### src/rtl/uart_tx_arbiter.sv
// Round-robin arbiter sharing one uart_tx between the column and row result FIFOs.
// Each grant sends a source header byte, then up to BURST data bytes from that source.
module uart_tx_arbiter #(
    parameter int unsigned          W_DATA  = 8,
    parameter int unsigned          BURST   = 16,
    parameter logic [W_DATA-1:0]    HDR_COL = 8'hC0,
    parameter logic [W_DATA-1:0]    HDR_ROW = 8'hA0
) (
    input  logic              i_clk,
    input  logic              i_rst,
    input  logic              i_col_valid,
    input  logic [W_DATA-1:0] i_col_data,
    output logic              o_col_ready,
    input  logic              i_row_valid,
    input  logic [W_DATA-1:0] i_row_data,
    output logic              o_row_ready,
    output logic              o_tx_dv,
    output logic [W_DATA-1:0] o_tx_byte,
    input  logic              i_tx_active,
    input  logic              i_tx_done,
    output logic [1:0]        o_grant,
    output logic              o_busy
);

    localparam logic [7:0] BurstMax = 8'(BURST);

    typedef enum logic [1:0] {
        StIdle,
        StHdrWait,
        StData,
        StDataWait
    } state_e;

    state_e            state_q, state_d;
    logic [7:0]        count_q, count_d;
    logic              last_row_q, last_row_d;
    logic [1:0]        grant_q, grant_d;
    logic              tx_dv_q, tx_dv_d;
    logic [W_DATA-1:0] tx_byte_q, tx_byte_d;
    logic              col_ready_q, col_ready_d;
    logic              row_ready_q, row_ready_d;
    logic              busy_q, busy_d;

    logic              pick_row;
    logic              granted_valid;
    logic [W_DATA-1:0] granted_data;

    always_comb begin
        state_d     = state_q;
        count_d     = count_q;
        last_row_d  = last_row_q;
        grant_d     = grant_q;
        tx_dv_d     = 1'b0;
        tx_byte_d   = tx_byte_q;
        col_ready_d = 1'b0;
        row_ready_d = 1'b0;
        pick_row    = 1'b0;

        granted_valid = grant_q[0] ? i_col_valid : i_row_valid;
        granted_data  = grant_q[0] ? i_col_data  : i_row_data;

        unique case (state_q)
            StIdle: begin
                if (!i_tx_active && (i_col_valid || i_row_valid)) begin
                    // On a tie the source that was not served last wins.
                    pick_row  = i_row_valid && (!i_col_valid || !last_row_q);
                    grant_d   = pick_row ? 2'b10 : 2'b01;
                    tx_dv_d   = 1'b1;
                    tx_byte_d = pick_row ? HDR_ROW : HDR_COL;
                    count_d   = 8'd0;
                    state_d   = StHdrWait;
                end
            end
            StHdrWait: begin
                if (i_tx_done) begin
                    state_d = StData;
                end
            end
            StData: begin
                if (granted_valid && (count_q < BurstMax)) begin
                    tx_dv_d     = 1'b1;
                    tx_byte_d   = granted_data;
                    col_ready_d = grant_q[0];
                    row_ready_d = grant_q[1];
                    count_d     = count_q + 8'd1;
                    state_d     = StDataWait;
                end else begin
                    last_row_d = grant_q[1];
                    grant_d    = 2'b00;
                    state_d    = StIdle;
                end
            end
            StDataWait: begin
                if (i_tx_done) begin
                    state_d = StData;
                end
            end
            default: begin
                state_d = StIdle;
            end
        endcase

        busy_d = (state_d != StIdle);
    end

    always_ff @(posedge i_clk) begin
        if (i_rst) begin
            state_q     <= StIdle;
            count_q     <= 8'd0;
            // Reset as if the row was served last so the column wins the first tie.
            last_row_q  <= 1'b1;
            grant_q     <= 2'b00;
            tx_dv_q     <= 1'b0;
            tx_byte_q   <= '0;
            col_ready_q <= 1'b0;
            row_ready_q <= 1'b0;
            busy_q      <= 1'b0;
        end else begin
            state_q     <= state_d;
            count_q     <= count_d;
            last_row_q  <= last_row_d;
            grant_q     <= grant_d;
            tx_dv_q     <= tx_dv_d;
            tx_byte_q   <= tx_byte_d;
            col_ready_q <= col_ready_d;
            row_ready_q <= row_ready_d;
            busy_q      <= busy_d;
        end
    end

    assign o_tx_dv     = tx_dv_q;
    assign o_tx_byte   = tx_byte_q;
    assign o_col_ready = col_ready_q;
    assign o_row_ready = row_ready_q;
    assign o_grant     = grant_q;
    assign o_busy      = busy_q;

endmodule

### config.mk
export PLATFORM = sky130hd
export DESIGN_NAME = uart_tx_arbiter
export DESIGN_NICKNAME = d
export VERILOG_FILES = /design/src/rtl/uart_tx_arbiter.sv
export SDC_FILE = /design/constraint.sdc
export NUM_CORES = 1
export LEC_CHECK = 0
export BUFFER_PORTS_ARGS = -buffer_cell sky130_fd_sc_hd__clkbuf_2
export CAP_MARGIN = 20
export CORE_MARGIN = 3
export CORE_UTILIZATION = 46
export CTS_BUF_LIST = sky130_fd_sc_hd__clkbuf_4 sky130_fd_sc_hd__clkbuf_8
export CTS_CLUSTER_DIAMETER = 80
export DETAILED_ROUTE_END_ITERATION = 6
export GPL_TIMING_DRIVEN = 0
export PLACE_DENSITY = 0.8
export SYNTH_ARGS = -nofsm -noshare
export SYNTH_HDL_FRONTEND = slang
export SYNTH_SLANG_ARGS = --single-unit
### constraint.sdc
create_clock -name i_clk -period 1.4 [get_ports i_clk]
set_input_delay 0.07 -clock i_clk [delete_from_list [all_inputs] [get_ports i_clk]]
set_output_delay 0.07 -clock i_clk [all_outputs]
set_load 0.005 [all_outputs]
==> results of run 1 <==
==> stage by stage <==
step | cells | cell area [µm²]
after floorplan | 118 | 1120
after global placement | 181 | 1330
after detailed placement | 181 | 1330
after CTS | 187 | 1400
after global routing | 194 | 1600
final | 194 | 1600
==> tightest hold or removal path, cell delays in order <==
cell and delay (ns):
clkbuf_2 0.07, mux2i_1 0.06, o2bb2ai_1 0.12
==> worst max path at each step <==
stage                     startpoint            to  depth (start not counted)
final                     count_q[7]    last_row_q                          4
after detailed placement  state_q[0]  o_tx_byte[5]                          5
after global placement    state_q[0]  o_tx_byte[5]                          5
after floorplan           o_grant[0]  o_tx_byte[5]                          5
after CTS                 count_q[7]    last_row_q                          4
after global routing      count_q[7]    last_row_q                          4
==> cell usage after synthesis (2+ instances only) <==
library cell / number
a21oi_1: 11
mux2_2: 2
mux2i_1: 11
o21ai_0: 5
nand2b_1: 6
nor2_1: 7
o2bb2ai_1: 4
a211oi_1: 2
dfxtp_1: 25
nor3_1: 2
nand2_1: 7
o2111ai_1: 2
buf_2: 2
inv_1: 4
nand3_1: 7
and2_1: 4
==> what timing repair did <==
action,4_1_cts,5_1_grt
hold buffers,1,0
pin swaps,3,12
setup endpoints to repair,22,24
gates resized for setup,9,34
cloned,0,1
setup buffers,1,6
endpoints found under the hold margin,1,0
==> registers in the layout, summed over array words and instances, names as in the netlist <==
name / flops
last_row_q: 1
count_q: 8
o_tx_byte: 8
state_q: 2
o_busy: 1
o_tx_dv: 1
o_col_ready: 1
o_grant: 2
o_row_ready: 1
==> layout make-up <==
cell class,count,area share [%]
Buffer,4,2.11
Clock buffer,4,1.88
Inverter,4,0.939
Multi-Input combinational cell,85,44.0
Sequential cell,25,32.2
Tap cell,28,2.19
Timing Repair Buffer,44,16.7
==> layer usage <==
layer	track usage (%)	wire length, µm
met1	21.0	1340
met2	31.7	1580
met3	2.14	93
met4	10.9	45
met5	0	0
==> power breakdown <==
part	switching [mW]	leakage (nW)	internal (mW)	total, mW
logic	0.141	0.425	0.129	0.271
registers	0.0177	0.207	0.733	0.750
clock network	0.199	0.0184	0.130	0.329
==> cells by family after synthesis <==
kind of cell,Yosys count
compound gates,30
fa+ha+maj,1
buf+inv,8
flops,25
mux,13
simple gates,41
==> results by group, run 1 <==
Outcome
  – Status: finished, violations left
  – Failing checks: negative setup slack

Synthesis
  – Post-synthesis average cell area: 9.41 µm²
  – Synth Area in Compound Gates: 18.3%
  – Cell count after synthesis: 118
  – Synth Cell Area: 1110 µm²
  – Sequential share of the synthesized area: 45.1%
  – Simple-Gate Fraction of Synth Area: 20.0%
  – Syn nets: 141
  – Mux cell area share after synthesis: 12.0%
  – Post-Synth XOR/XNOR Area: 0%
  – Yosys warns: 0
  – Asr flop ratio synth: 0%
  – Number of enable flip-flop cells after synthesis: 0
  – Top post-synthesis cells by area: dfxtp_1 (45%), mux2i_1 (9.9%), a21oi_1 (5.0%), nand2b_1 (3.4%), nand3_1 (3.2%)
  – FF+latch count, synth: 25
  – Top FF cell, synth: dfxtp_1
  – Cell variety after synth: 33
  – Top-area cell type share of the netlist area: 45.1%
  – Synth area leader: dfxtp_1
  – Combinational family with the most area after synthesis: simple AND/OR/NAND/NOR gates
  – Adder-Cell Fraction of Synth Area: 1.13%

Drt
  – DRC viols: 0
  – Drt pass-1 iters: 4
  – Total wire length: 3060 µm
  – Vias per cell: 5.60
  – Via Count: 1,087
  – DRT antenna net count: 0
  – DR iter-0 viols: 15
  – WL/cell: 15.8 µm

Worst setup path
  – CP max stage delay: 0.55 ns
  – Buffers & Inverters on Critical Path: 0
  – Worst R2R Path Depth: 4
  – Critical Path RT: 1.61 ns
  – RR Endpoint: last_row_q
  – Crit Reg-Reg Startpoint: count_q[7]
  – Crit path max-delay cell type: or4_4
  – CP Max Fanout: 4
  – Crit path kind: reg2reg
  – Cell family with most CP delay: simple AND/OR/NAND/NOR gates
  – Critical path arrival: 1.72 ns
  – Worst-path cell chain: or4_4 > o21ai_4 > nor2_1 > a211o_1
  – Crit end category: register
  – Startpoint Class: register
  – Reg2Reg Setup Slack: -0.11 ns

Worst hold path
  – Hold depth: 3
  – Start point of the worst hold path: i_row_data[3]
  – Hold Path Class: in2reg
  – Hold EP: o_tx_byte[3]

Clocking
  – Root Driver: clkbuf_4
  – CTS tree: built
  – Bufs on Longest Clock Path: 2
  – Worst skew pair latency: 0.30 ns
  – CTS clk-pin slew, worst paths: 0.13 ns
  – Clk sinks: 25
  – H-tree levels: 1
  – CTS buffer count: 3

STA
  – Worst slew margin: 60.6%
  – Worst-case clock skew: 0.00194 ns
  – Max-slew violations: 0
  – Final Hold Vio Count: 0
  – Achievable Freq: 663 MHz
  – Least-Margin Pin Slew: 0.586 ns
  – Worst setup margin: -0.109 ns
  – Final setup viols: 12
  – Tcrit/Tclk final: 108%
  – WHS: 0.0349 ns
  – Setup TNS: -0.485 ns
  – RSZ-0062 raised after global routing: true
  – Tmin final: 1.51 ns

Finish
  – Fillers: 154
  – Layout cells sized above 1: 50.0%
  – Most frequent cells in the layout: clkbuf_2 (35), dfxtp_1 (19), mux2i_1 (10)
  – P&R area growth vs syn: 44.1%
  – Final nets: 190
  – Commonest non-fill, non-tap cell in the layout: clkbuf_2
  – Antenna Cells: 0
  – Reg area: 515 µm²
  – Area of the multi-input gates: 703 µm²
  – Util after Layout: 70.9%

Pwr
  – Peak supply drop: 0.000633 V
  – Overall Power: 1.35 mW
  – Leak pwr: 0.650 nW
  – Power Density: 844 nW/µm²

Placed design
  – Hpwl dp: 1940 µm
  – Routability cong.: 0.733
  – Pre-CTS WS: -0.128 ns
  – IO buf count: 35

Global routing
  – GRT Overall Usage: 18.2%
  – Antenna violations before repair: 0
  – Number of global-route vias before repair: 950
  – First-pass GRT wire length: 3970 µm
  – Pin count of the biggest net entering global routing: 14
  – Total gr overflow: 0

Floorplanning
  – Die Area: 3040 µm²
  – Chip height: 55.1 µm
  – I/O pin total: 36
  – Initial core utilization: 49.2%
  – Core footprint: 2250 µm²
  – Rows: 17
  – Die Width: 55.1 µm

Run
  – MaxCap Viol Count: 0
Power figures use the tool's default switching activity.
==> inputs of run 2 (changes only) <==
- CORE_ASPECT_RATIO: unset -> 1.5
- SLEW_MARGIN: unset -> 20
==> results by group, run 2 (synthesis results as in run 1) <==
Finish
  – Util after Layout: 68.9% (-2.0 points)
  – Most frequent cells in the layout: clkbuf_2 (35), dfxtp_1 (20), mux2i_1 (10)
  – Layout cells sized above 1: 47.9% (-2.1 points)
  – P&R area growth vs syn: 40.2%
  – Commonest non-fill, non-tap cell in the layout: clkbuf_2
  – Antenna Cells: 0 (unchanged)
  – Final nets: 189 (-0.53%)

STA
  – Setup TNS: -0.0795 ns (+0.406 ns)
  – Worst setup margin: -0.0417 ns (+0.0677 ns)
  – Final Hold Vio Count: 0 (unchanged)
  – Worst slew margin: 65.6% (+5.0 points)
  – Tcrit/Tclk final: 103% (-4.8 points)
  – Max-slew violations: 0 (unchanged)
  – RSZ-0062 raised after global routing: true
  – Achievable Freq: 694 MHz (+4.7%)
  – Final setup viols: 4 (-8)
  – Least-Margin Pin Slew: 0.512 ns (-0.0739 ns)
  – WHS: 0.00424 ns (-0.0307 ns)
  – Tmin final: 1.44 ns (-0.0677 ns)
  – Worst-case clock skew: 0.0125 ns (+0.0106 ns)

Drt
  – DRT antenna net count: 0 (unchanged)
  – WL/cell: 14.6 µm (-7.6%)
  – Vias per cell: 5.73 (+2.3%)
  – DR iter-0 viols: 33 (+18)
  – Drt pass-1 iters: 4 (unchanged)
  – Total wire length: 2740 µm (-10%)
  – Via Count: 1,078 (-0.83%)
  – DRC viols: 0 (unchanged)

Worst setup path
  – Startpoint Class: register
  – Critical path arrival: 1.65 ns (-0.07 ns)
  – CP max stage delay: 0.53 ns (-0.02 ns)
  – Crit Reg-Reg Startpoint: count_q[7]
  – CP Max Fanout: 4 (unchanged)
  – Crit path max-delay cell type: or4_4
  – Crit path kind: reg2reg
  – Buffers & Inverters on Critical Path: 0 (unchanged)
  – Reg2Reg Setup Slack: -0.04 ns (+0.07 ns)
  – Critical Path RT: 1.61 ns (about the same)
  – RR Endpoint: last_row_q
  – Instance count on the critical path: 4 (unchanged)
  – Worst R2R Path Depth: 4 (unchanged)
  – Worst-path cell chain: or4_4 > o21ai_4 > nor2_1 > a211o_1
  – Crit path from: count_q[7]
  – Crit end category: register
  – Cell family with most CP delay: simple AND/OR/NAND/NOR gates

Outcome
  – Status: finished, violations left
  – Failing checks: negative setup slack

Pwr
  – Overall Power: 1.32 mW (-2.1%)
  – Peak supply drop: 0.000654 V (+3.3%)
  – Leak pwr: 0.639 nW (-1.7%)
  – Power Density: 849 nW/µm² (+0.53%)

Floorplanning
  – Rows: 21 (+4)
  – Die Area: 3050 µm² (+0.40%)
  – Core footprint: 2260 µm² (+0.22%)
  – Die Width: 46.1 µm (-16%)
  – Initial core utilization: 49.1% (-0.11 points)
  – I/O pin total: 36 (unchanged)
  – Chip height: 66.2 µm (+20%)

Global routing
  – First-pass GRT wire length: 4420 µm (+11%)
  – GRT Overall Usage: 19.1% (+0.97 points)
  – Antenna violations before repair: 0 (unchanged)
  – Total gr overflow: 0 (unchanged)
  – Pin count of the biggest net entering global routing: 15 (+1)
  – Number of global-route vias before repair: 1,025 (+7.9%)

Worst hold path
  – Hold Path Class: in2reg
  – Hold EP: o_tx_byte[0]
  – Start point of the worst hold path: i_row_data[0]
  – Hold depth: 3 (unchanged)

Placed design
  – IO buf count: 35 (unchanged)
  – Hpwl dp: 1920 µm (-1.1%)
  – Pre-CTS WS: -0.143 ns (-0.0155 ns)
  – Routability cong.: 0.777 (+6.0%)

Clocking
  – Bufs on Longest Clock Path: 2 (unchanged)
  – Hold Buf Count CTS: 0 (-1)
  – CTS tree: built
  – Root Driver: clkbuf_4
  – CTS clk-pin slew, worst paths: 0.14 ns (about the same)
  – CTS buffer count: 3 (unchanged)
  – Clk sinks: 25 (unchanged)
  – Worst skew pair latency: 0.32 ns (+0.02 ns)
  – H-tree levels: 1 (unchanged)

Run
  – MaxCap Viol Count: 0 (unchanged)
==> run 2: final cells by class <==
cell class,instances,area [µm²]
clock buffer,3,22.5
clock inverter,1,5.00
buffer,4,37.5
sequential,25,512
inverter,4,15.0
tap,23,28.8
timing repair buffer,43,253
fill,169,703
multi-input combinational,85,683
==> run 2: what timing repair did <==
action,4_1_cts,5_1_grt
setup buffers,3,4
endpoints found under the setup margin,22,21
gates cloned,0,1
endpoints found under the hold margin,0,0
pin swaps,8,5
resized for setup,13,26
==> run 2: layer usage <==
layer  part of all wire, %  wire length [µm]  vias to the layer above  GRT usage (%)
met5                     0                 0                        -              0
met4                   1.5                42                        0           4.27
met3                   6.3               174                        7           3.81
met2                    55              1500                       37           33.6
met1                    38              1030                      509           22.9
li1                      -                 -                      525              -
==> run 2: worst max path at each step <==
| stage | to | slack [ns] |
|---|---|---|
| floorplan | o_tx_byte[5] | -0.01 |
| global placement | o_tx_byte[5] | -0.12 |
| detailed placement | o_tx_byte[5] | -0.14 |
| CTS | last_row_q | -0.06 |
| global route | last_row_q | -0.12 |
| finish | last_row_q | -0.04 |
==> run 2: power breakdown <==
group          internal, mW  leakage (nW)  total, mW  switching, mW
sequential            0.735         0.206      0.752         0.0178
clock                 0.107        0.0177      0.320          0.214
combinational         0.121         0.416      0.249          0.128
total                 0.962         0.639       1.32          0.359
==> run 2: worst reg2reg max path: cells and delay by family, from the launching register on <==
| family | cells | cell delay [ns] |
|---|---|---|
| AOI/OAI and AO/OA | 2 | 0.40 |
| DFF | 1 | 0.36 |
| and+or+nand+nor | 2 | 0.59 |
==> run 2: per-stage QoR <==
| step | area, µm² | std cells |
|---|---|---|
| 2_1_floorplan | 1120 | 118 |
| 3_3_place_gp | 1320 | 176 |
| 3_5_place_dp | 1320 | 176 |
| 4_1_cts | 1420 | 183 |
| 5_1_grt | 1560 | 188 |
| 6_report | 1560 | 188 |
